### src/rtl/if_fetch.sv
// -----------------------------------------------------------------------------
// if_fetch : instruction-fetch stage, sits directly after the PC register.
//
// Accepts {pc_i, pc_e_i} and returns one 32-bit instruction per accepted PC.
// Hits in a direct-mapped, one-word-per-line icache return on the next edge.
// Misses are filled from the byte-wide memory controller with four serial
// byte reads assembled little-endian. if_stall_o is combinational so the PC
// register never advances past a PC that is still being fetched.
//
// Configuration macro:
//   ICACHE_EN  defined   -> 2**ICACHE_IDX line icache with hit path
//              undefined -> no storage, every accepted PC is fetched from memory
//
// Ports:
//   clk           rising-edge clock
//   rst           asynchronous reset, active-low
//   rdy           global ready; 0 freezes every register (icache included)
//   pc_i/pc_e_i   fetch address and its valid
//   flush_i       branch redirect; aborts any fetch in flight, highest priority
//   id_stall_i    decode cannot take an instruction; holds a presented one
//   if_stall_o    stall back to the PC register (combinational)
//   inst_o        fetched instruction
//   inst_pc_o     PC of inst_o
//   inst_valid_o  inst_o/inst_pc_o valid
//   mem_req_o     byte read request
//   mem_addr_o    byte address of the request
//   mem_grant_i   request accepted this cycle
//   mem_din_i     read data, valid the cycle after each grant
// -----------------------------------------------------------------------------
module if_fetch #(
    parameter int ADDR_W     = 32,
    parameter int ICACHE_IDX = 7
) (
    input  logic              clk,
    input  logic              rst,
    input  logic              rdy,
    input  logic [ADDR_W-1:0] pc_i,
    input  logic              pc_e_i,
    input  logic              flush_i,
    input  logic              id_stall_i,
    output logic              if_stall_o,
    output logic [31:0]       inst_o,
    output logic [ADDR_W-1:0] inst_pc_o,
    output logic              inst_valid_o,
    output logic              mem_req_o,
    output logic [ADDR_W-1:0] mem_addr_o,
    input  logic              mem_grant_i,
    input  logic [7:0]        mem_din_i
);

    localparam int TAG_W = ADDR_W - ICACHE_IDX - 2;
    localparam int LINES = 1 << ICACHE_IDX;

    typedef enum logic {
        IDLE  = 1'b0,
        FETCH = 1'b1
    } state_t;

    state_t            state;
    state_t            state_nxt;

    // fpc keeps the PC exactly as presented so inst_pc_o reports it unchanged;
    // the memory address ignores its two low bits.
    logic [ADDR_W-1:0] fpc;
    logic [2:0]        req_cnt;
    logic [1:0]        rcv_cnt;
    logic              rsp_vld_p1;   // a granted byte is on mem_din_i this cycle
    logic [23:0]       byte_buf;     // lanes 0..2; lane 3 goes straight to the output

    logic              hit;
    logic [31:0]       line;
    logic              accept;
    logic              accept_hit;
    logic              accept_miss;
    logic              grant_take;
    logic              fill_done;
    logic [31:0]       fill_word;

    assign accept      = (state == IDLE) && pc_e_i && !id_stall_i && !flush_i;
    assign accept_hit  = accept && hit;
    assign accept_miss = accept && !hit;
    assign grant_take  = (state == FETCH) && mem_req_o && mem_grant_i;
    // A completion coinciding with a flush is dropped, never written back.
    assign fill_done   = (state == FETCH) && rsp_vld_p1 && (rcv_cnt == 2'd3) && !flush_i;
    assign fill_word   = {mem_din_i, byte_buf};

`ifdef ICACHE_EN
    logic [LINES-1:0]      line_vld;
    logic [TAG_W-1:0]      tag_mem  [LINES];
    logic [31:0]           data_mem [LINES];
    logic [ICACHE_IDX-1:0] rd_idx;
    logic [ICACHE_IDX-1:0] wr_idx;
    logic [TAG_W-1:0]      rd_tag;
    logic [TAG_W-1:0]      wr_tag;

    assign rd_idx = pc_i[ICACHE_IDX+1:2];
    assign rd_tag = pc_i[ADDR_W-1:ICACHE_IDX+2];
    assign wr_idx = fpc[ICACHE_IDX+1:2];
    assign wr_tag = fpc[ADDR_W-1:ICACHE_IDX+2];
    assign hit    = line_vld[rd_idx] && (tag_mem[rd_idx] == rd_tag);
    assign line   = data_mem[rd_idx];

    always_ff @(posedge clk or negedge rst) begin
        if (!rst) begin
            line_vld <= '0;
        end else if (rdy && fill_done) begin
            line_vld[wr_idx] <= 1'b1;
        end
    end

    always_ff @(posedge clk) begin
        if (rdy && fill_done) begin
            tag_mem[wr_idx]  <= wr_tag;
            data_mem[wr_idx] <= fill_word;
        end
    end
`else
    assign hit  = 1'b0;
    assign line = '0;
`endif

    // ---- FSM: state register ----
    always_ff @(posedge clk or negedge rst) begin
        if (!rst) begin
            state <= IDLE;
        end else begin
            state <= state_nxt;
        end
    end

    // ---- FSM: next state ----
    always_comb begin
        state_nxt = state;
        if (rdy) begin
            if (flush_i) begin
                state_nxt = IDLE;
            end else begin
                case (state)
                    IDLE:    if (accept_miss) state_nxt = FETCH;
                    FETCH:   if (fill_done)   state_nxt = IDLE;
                    default: state_nxt = IDLE;
                endcase
            end
        end
    end

    // ---- FSM: outputs ----
    always_comb begin
        mem_req_o  = 1'b0;
        mem_addr_o = '0;
        if_stall_o = id_stall_i;
        if (state == FETCH) begin
            if_stall_o = 1'b1;
            if (req_cnt < 3'd4) begin
                mem_req_o  = 1'b1;
                // Wraps modulo 2**ADDR_W by construction.
                mem_addr_o = {fpc[ADDR_W-1:2], 2'b00} + ADDR_W'(req_cnt);
            end
        end else if (pc_e_i && !hit) begin
            if_stall_o = 1'b1;
        end
    end

    // ---- fetch control: byte counters and response tracking ----
    always_ff @(posedge clk or negedge rst) begin
        if (!rst) begin
            req_cnt    <= '0;
            rcv_cnt    <= '0;
            rsp_vld_p1 <= 1'b0;
        end else if (rdy) begin
            if (flush_i || accept_miss) begin
                // Flush also discards the byte due next cycle.
                req_cnt    <= '0;
                rcv_cnt    <= '0;
                rsp_vld_p1 <= 1'b0;
            end else if (state == FETCH) begin
                rsp_vld_p1 <= grant_take;
                if (grant_take) req_cnt <= req_cnt + 3'd1;
                if (rsp_vld_p1) rcv_cnt <= rcv_cnt + 2'd1;
            end
        end
    end

    // ---- fetch data: miss address and partial line ----
    always_ff @(posedge clk) begin
        if (rdy) begin
            if (accept_miss) fpc <= pc_i;
            if ((state == FETCH) && rsp_vld_p1 && !flush_i) begin
                case (rcv_cnt)
                    2'd0:    byte_buf[7:0]   <= mem_din_i;
                    2'd1:    byte_buf[15:8]  <= mem_din_i;
                    2'd2:    byte_buf[23:16] <= mem_din_i;
                    default: ;
                endcase
            end
        end
    end

    // ---- output stage ----
    always_ff @(posedge clk or negedge rst) begin
        if (!rst) begin
            inst_o       <= '0;
            inst_pc_o    <= '0;
            inst_valid_o <= 1'b0;
        end else if (rdy) begin
            if (flush_i) begin
                inst_valid_o <= 1'b0;
            end else if (inst_valid_o && id_stall_i) begin
                inst_valid_o <= 1'b1;
            end else if (fill_done) begin
                inst_o       <= fill_word;
                inst_pc_o    <= fpc;
                inst_valid_o <= 1'b1;
            end else if (accept_hit) begin
                inst_o       <= line;
                inst_pc_o    <= pc_i;
                inst_valid_o <= 1'b1;
            end else begin
                inst_valid_o <= 1'b0;
            end
        end
    end

endmodule

### config.mk
export PLATFORM = sky130hd
export DESIGN_NAME = if_fetch
export DESIGN_NICKNAME = d
export VERILOG_FILES = /design/src/rtl/if_fetch.sv
export SDC_FILE = /design/constraint.sdc
export NUM_CORES = 1
export LEC_CHECK = 0
export ABC_AREA = 1
export BUFFER_PORTS_ARGS = -buffer_cell sky130_fd_sc_hd__buf_2
export CAP_MARGIN = 20
export CORE_MARGIN = 2
export CORE_UTILIZATION = 53
export DETAILED_ROUTE_END_ITERATION = 8
export PLACE_DENSITY = 0.8
export SYNTH_ARGS = -nofsm -noshare
export SYNTH_HDL_FRONTEND = slang
export SYNTH_SLANG_ARGS = --single-unit
### constraint.sdc
create_clock -name clk -period 3.45 [get_ports clk]
set_input_delay 0.69 -clock clk [delete_from_list [all_inputs] [get_ports clk]]
set_output_delay 0.69 -clock clk [all_outputs]
set_load 0.02 [all_outputs]
==> flow_summary.yaml, run 1 <==
min_path:
  min_path_type: "input pin to asynchronous set/reset pin"
route:
  drc: 0
  ant_nets: 0
  routedWlPerCell_um: 14.3
  totalWireLength_um: 11800
  drt_first_pass_iters: 5
  dr_total_vias: 3931
  initialDrtViolationCount: 154
  routed_via_density: 4.78
synthesis:
  synthCells: 524
  syn_area_mm2: 0.00550
  ys_types: 20
  ys_ff_latch: 128
  synth.avg_cell_area_um2: 10.5
  ys_warn_count: 0
  synth_top_family_by_area: "simple AND/OR/NAND/NOR gates"
  synthArstFlopShare_pct: 56.3
  synthAdderAreaFrac_pct: 1.14
  synth_xor_area_share_pct: 0.159
  synth-main-ff-cell: "dfrtp_1"
  synth_edf_count: 56
  syn-num-nets: 576
  synthMuxAreaShare_pct: 0
  synth_most_common_cell: "nand2_1"
  synth-compound-area-share_pct: 12.0
  yosys.area.top_type_share_pct: 32.8
  yosys-top-cells-area: "dfrtp_1, edfxtp_1, o21ai_2"
  synth-simple-area-share_pct: 14.3
  ys_seq_area_share_pct: 63.4
  synth_common_cells: "nand2_1, inv_1, dfrtp_1"
  synth_top_area_cell: "dfrtp_1"
setup_path:
  crit_start: "req_cnt[2]"
  path_class: "register to primary output"
  crit-reg2reg-launch: "rcv_cnt[1]"
  worstPathRequired_ns: 2.76
  critPathLaunchType: "register"
  cp_slowest_cell: "dfrtp_1"
  endpoint_kind: "primary output"
  crit_fanout: 8
  max_stage_delay_ns: 0.42
  worstPathCellList: "clkinv_1 -> nor2_1 -> nand3_1 -> inv_1 -> nand2_1 -> a21oi_1 -> buf_2"
  crit_arrival_ns: 2.08
cts:
  post_cts_resized: 0
  numCtsBuffers: 17
  h-tree-depth: 4
  clk_pin_slew_ns: 0.06
  cts_tree: "yes"
  cts.sinks: 128
  ctsHoldBuffers: 0
  post_cts_buffers: 0
  clk_latency_ns: 0.52
  clock_path_buffers: 2
  root_buffer: "clkbuf_8"
sta:
  setup_slack_ns: 0.676
  hold_viol_final: 0
  report.final.slew_viol_count: 0
  clock_skew_ns: 0.00597
  fmax_mhz: 361
  fin_crit_ns: 2.77
  maxSlewHeadroom_pct: 38.3
  rsz0062_at_grt: "no"
  setup_violations: 0
  tightest_slew_ns: 0.926
  hold_slack_ns: 0.321
  fin_tns_setup_ns: 0
  fin_crit_sh_pct: 80.4
floorplan:
  die_y_um: 106
  fp.dieW_um: 106
  core_mm2: 0.0102
  floorplan.initialDensity_pct: 54.0
  design.die.area_mm2: 0.0112
  rows: 37
  ioPinCount: 146
pwr:
  leakage_nw: 3.52
  irDropWorstVdd_v: 0.000279
  powerDensity_mw_per_mm2: 512
placement:
  gp_congestion: 0.835
  port_buffers: 145
  hpwl_um: 8260
  placed_cell_area_mm2: 0.00626
  dp_slack_ns: 1.17
grt:
  antenna_found_initial: 0
  grt_pass1_vias: 3965
  grt_max_degree: 73
  grt.overflow.total: 0
  grt_pass1_wl_um: 19100
  grt_util_all_layers_pct: 22.4
final_layout:
  final_nets: 726
  fill_cells: 802
  drive_above_1_share_pct: 36.1
  antennaDiodeCount: 0
  finalInstanceArea_mm2: 0.00685
  area_growth_pct: 24.6
flow_run:
  maxCapViolations: 0
outcome:
  status: "completed"
==> final timing paths <==
kind / to / slack [ns] / cells after the start
worst max-delay path: mem_addr_o[26] / 0.68 / 7
worst min-delay path: inst_o[10] / 0.32 / 1
worst max register to register: inst_pc_o[16] / 1.62 / 7
worst min register to register: inst_pc_o[1] / 0.48 / 2
max in group asynchronous: req_cnt[0] / 2.54 / 1
min in group clk: fpc[12] / 0.34 / 1
==> cell type report <==
cell class                 count  area [um2]  area share [%]
clock buffer                  21         492            7.18
clock inverter                11         100            1.46
inverter                      87         327            4.77
multi-input combinational    293        1530            22.4
sequential                   128        3480            50.9
tap                          136         170            2.48
timing repair buffer         147         743            10.9
==> state kept, by name, summed over array words and instances, names as in the netlist <==
signal and cells:
rsp_vld_p1 1, inst_pc_o 32, inst_o 32, byte_buf 24, inst_valid_o 1, fpc 32, state 1, rcv_cnt 2
req_cnt 3
==> cell families (layout without fill, tap and decap cells) <==
kind of cell / count (synthesis) / after routing
DFF: 128 / 128
xor gates and xnor gates: 1 / 1
adders and majority gates: 5 / 5
and+or+nand+nor: 204 / 204
buffers and inverters: 103 / 266
AOI/OAI and AO/OA: 83 / 83
==> stage by stage <==
stage / power (mW) / utilization [%] / instances
finish: 3.50 / 67.2 / 823
global route: 3.62 / 67.2 / 823
CTS: 3.52 / 67.2 / 823
detailed placement: 1.79 / 61.4 / 791
global placement: 1.79 / 61.4 / 791
floorplan: 1.71 / - / 524
==> critical path, delay by kind of cell (launching register included) <==
family / cells / cell delay (ns)
buffers and inverters: 3 / 0.57
and+or+nand+nor: 3 / 0.46
DFF: 1 / 0.42
AOI/OAI and AO/OA: 1 / 0.12
==> where the power goes <==
group | switching [mW] | internal, mW | total (mW) | leakage [nW]
sequential | 0.00863 | 1.61 | 1.61 | 1.51
clock | 0.661 | 1.08 | 1.74 | 0.283
combinational | 0.105 | 0.0440 | 0.149 | 1.73
total | 0.775 | 2.73 | 3.50 | 3.52
==> placed cells by master, fill, tap and decap left out <==
master | synthesis | final
buf_2 | 2 | 144
nand2_1 | 132 | 132
inv_1 | 85 | 85
dfrtp_1 | 72 | 72
o21ai_2 | 64 | 64
nor2_1 | 62 | 61
edfxtp_1 | 56 | 56
clkbuf_16 | 0 | 18
a21oi_1 | 9 | 9
o21ai_0 | 8 | 8
ha_1 | 5 | 5
clkinvlp_4 | 0 | 4
nand3_1 | 3 | 3
nor3_1 | 3 | 3
clkbuf_8 | 0 | 3
buf_4 | 0 | 3
clkinv_1 | 2 | 2
nand2_2 | 2 | 2
clkinv_2 | 0 | 2
inv_4 | 0 | 2
clkinv_4 | 0 | 2
nor2_4 | 0 | 1
nor2_2 | 1 | 1
nand3_4 | 0 | 1
o21a_1 | 1 | 1
o22ai_1 | 1 | 1
xor2_1 | 1 | 1
bufinv_16 | 0 | 1
==> per-layer routing <==
layer / global-route usage [%] / vias to the layer above / share of wire [%]
met5: 0 / - / 0
met4: 7.52 / 0 / 1.4
met3: 7.61 / 17 / 6.8
met2: 38.2 / 132 / 51
met1: 26.5 / 1837 / 41
li1: - / 1945 / -
(Power assumes the default switching activity.)
==> inputs of run 2 (changes only) <==
--- a/config.mk
+++ b/config.mk
@@ -5,11 +5,11 @@
 export SDC_FILE = /design/constraint.sdc
 export NUM_CORES = 1
 export LEC_CHECK = 0
-export ABC_AREA = 1
+export ABC_AREA = 0
 export BUFFER_PORTS_ARGS = -buffer_cell sky130_fd_sc_hd__buf_2
 export CAP_MARGIN = 20
 export CORE_MARGIN = 2
-export CORE_UTILIZATION = 53
+export CORE_UTILIZATION = 52
 export DETAILED_ROUTE_END_ITERATION = 8
 export PLACE_DENSITY = 0.8
 export SYNTH_ARGS = -nofsm -noshare
==> constraint.sdc (replaced) <==
create_clock -name clk -period 2.57 [get_ports clk]
set_input_delay 0.514 -clock clk [delete_from_list [all_inputs] [get_ports clk]]
set_output_delay 0.514 -clock clk [all_outputs]
set_load 0.02 [all_outputs]
==> run 2 against run 1 <==
  * Utilization increased by 2.1 points
  * Sequential share of layout area increased by 1.2 points
  * Power increased by 37%
  * Global-route usage decreased by 1.9 points
  * Worst hold slack got worse by 0.19 ns
  * Critical path type unchanged
  * Critical endpoint unchanged
==> flow_summary.yaml, run 2 <==
route:
  totalWireLength_um: 10600
  initialDrtViolationCount: 116
  dr_total_vias: 3040
  routed_via_density: 5.03
  drt_first_pass_iters: 4
  routedWlPerCell_um: 17.5
  ant_nets: 0
  drc: 0
placement:
  dp.cells: 564
  gp_congestion: 0.719
  placed_cell_area_mm2: 0.00598
  hpwl_um: 6700
  port_buffers: 145
cts:
  ctsHoldBuffers: 0
  clk_pin_slew_ns: 0.06
  numCtsBuffers: 17
  h-tree-depth: 4
  clk_latency_ns: 0.50
  cts.sinks: 128
  cts_tree: "yes"
  clock_path_buffers: 2
  root_buffer: "clkbuf_8"
sta:
  fin_crit_sh_pct: 97.5
  tightest_slew_ns: 0.920
  setup_violations: 0
  maxSlewHeadroom_pct: 38.7
  fin_crit_ns: 2.51
  rsz0062_at_grt: "yes"
  clock_skew_ns: 0.00697
  hold_viol_final: 0
  fmax_mhz: 399
  report.final.slew_viol_count: 0
synthesis:
  synth_edf_count: 56
  ys_ff_latch: 128
  ys_seq_area_share_pct: 68.3
  synthArstFlopShare_pct: 56.3
  synthCells: 292
  ys_warn_count: 0
  yosys.area.top_type_share_pct: 35.3
  syn_area_mm2: 0.00510
  synth-main-ff-cell: "dfrtp_1"
  syn-num-nets: 344
  synth_top_area_cell: "dfrtp_1"
  synth_common_cells: "dfrtp_1, mux2_4, edfxtp_1"
  ys_types: 35
  synth.avg_cell_area_um2: 17.5
  synth_most_common_cell: "dfrtp_1"
  yosys-top-cells-area: "dfrtp_1, edfxtp_1, mux2_4"
final_layout:
  final_nets: 510
  final_util_pct: 69.3
  fill_cells: 668
  antennaDiodeCount: 0
  finalInstanceArea_mm2: 0.00668
  multi_input_area_mm2: 0.00156
  seqCellArea_mm2: 0.00348
  drive_above_1_share_pct: 55.6
  stdcell_count: 604
  largestRegisters: "fpc x32, inst_o x32, inst_pc_o x32"
  area_growth_pct: 31.0
  layout_common_cells: "buf_2, dfrtp_1, mux2_4"
  mostFrequentLayoutCell: "buf_2"
setup_path:
  critPathLaunchType: "register"
  worstPathRequired_ns: 2.06
  cp_slowest_cell: "nor4_4"
  worstPathCellList: "nand4_1 -> nor4_4 -> a41oi_2 -> nor2_1 -> buf_4"
  crit_fanout: 4
  path_class: "register to primary output"
  max_stage_delay_ns: 0.45
  endpoint_kind: "primary output"
  crit_arrival_ns: 1.99
pwr:
  irDropWorstVdd_v: 0.000544
  total_power_mw: 4.80
  powerDensity_mw_per_mm2: 718
  leakage_nw: 3.45
grt:
  grt_pass1_vias: 3184
  grt_util_all_layers_pct: 20.5
  busiest_layer: "met2"
  grt.overflow.total: 0
  use_met2_pct: 33.0
  globalRouteMet1Util_pct: 26.0
  grt_max_degree: 73
  antenna_found_initial: 0
  grt_pass1_wl_um: 16100
  use_met3_pct: 5.83
floorplan:
  ioPinCount: 146
  floorplan.initialDensity_pct: 52.9
  design.die.area_mm2: 0.0106
  fp.dieW_um: 103
  core_mm2: 0.00964
  die_y_um: 103
  rows: 36
flow_run:
  maxCapViolations: 0
min_path:
  min_path_type: "input pin to asynchronous set/reset pin"
outcome:
  status: "completed"
-- run 2: cell count changes after synthesis, moves of 4 or more --
cell     delta
a21oi_1     -4
mux2_4     +60
nand4_1     +4
buf_6       -8
nor2_1     -53
nand2_1   -128
inv_1      -82
o21ai_2    -64
and2_1     +30
mux2_2      +5
o21ai_0     -5
-- run 2: through the flow --
step	setup slack, ns	hold slack (ns)	TNS (ns)
2_1_floorplan	0.0403	0.218	0
3_3_place_gp	0.254	0.458	0
3_5_place_dp	0.205	0.464	0
4_1_cts	0.0270	0.160	0
5_1_grt	-0.0576	0.159	-0.154
6_report	0.0636	0.130	0
-- run 2: worst paths after layout --
check	startpoint	endpoint	slack, ns	cells after the start
max	fpc[2]	mem_addr_o[26]	0.06	5
min	rst	inst_o[9]	0.13	1
max reg2reg	state	fpc[8]	0.73	3
min reg2reg	byte_buf[9]	inst_o[9]	0.47	1
max in group asynchronous	rst	rcv_cnt[0]	1.82	1
min in group clk	pc_i[19]	fpc[19]	0.18	1
-- run 2: worst max-delay path: cells and delay by family, from the launching register on --
family / cells / cell delay [ns]
simple gates: 3 / 0.81
flops: 1 / 0.36
buf+inv: 1 / 0.16
compound gates: 1 / 0.15
-- run 2: what timing repair did --
action,in CTS,in global routing
cloned,1,0
pin swaps,1,5
endpoints found under the setup margin,32,4
buffers inserted,4,3
hold endpoints to repair,0,0
resized for setup,5,4
-- run 2: routing by layer --
layer / up-vias / part of all wire [%]
met3: 15 / 6.7
met2: 128 / 50
met4: 0 / 1.4
li1: 1392 / -
met5: - / 0
met1: 1505 / 42
-- run 2: cell type report --
| type | count | area share (%) |
|---|---|---|
| multi-input combinational | 151 | 23.4 |
| tap | 133 | 2.49 |
| clock inverter | 10 | 1.40 |
| inverter | 4 | 0.281 |
| clock buffer | 22 | 7.73 |
| timing repair inverter | 1 | 0.112 |
| sequential | 128 | 52.1 |
| timing repair buffer | 155 | 12.5 |
-- run 2: cells by family after synthesis --
| logic type | Yosys count | synth area share, % |
|---|---|---|
| flip-flops | 128 | 68.3 |
| multiplexers | 66 | 19.0 |
| AND/OR/NAND/NOR | 61 | 7.28 |
| AO/OA/AOI/OAI | 19 | 2.43 |
| buffers and inverters | 13 | 1.84 |
| adder cells (fa/ha/maj) | 5 | 1.23 |
-- run 2: power by group --
group	internal, mW	switching (mW)
sequential	2.16	0.0139
combinational	0.0841	0.141
clock	1.51	0.890
total	3.75	1.04
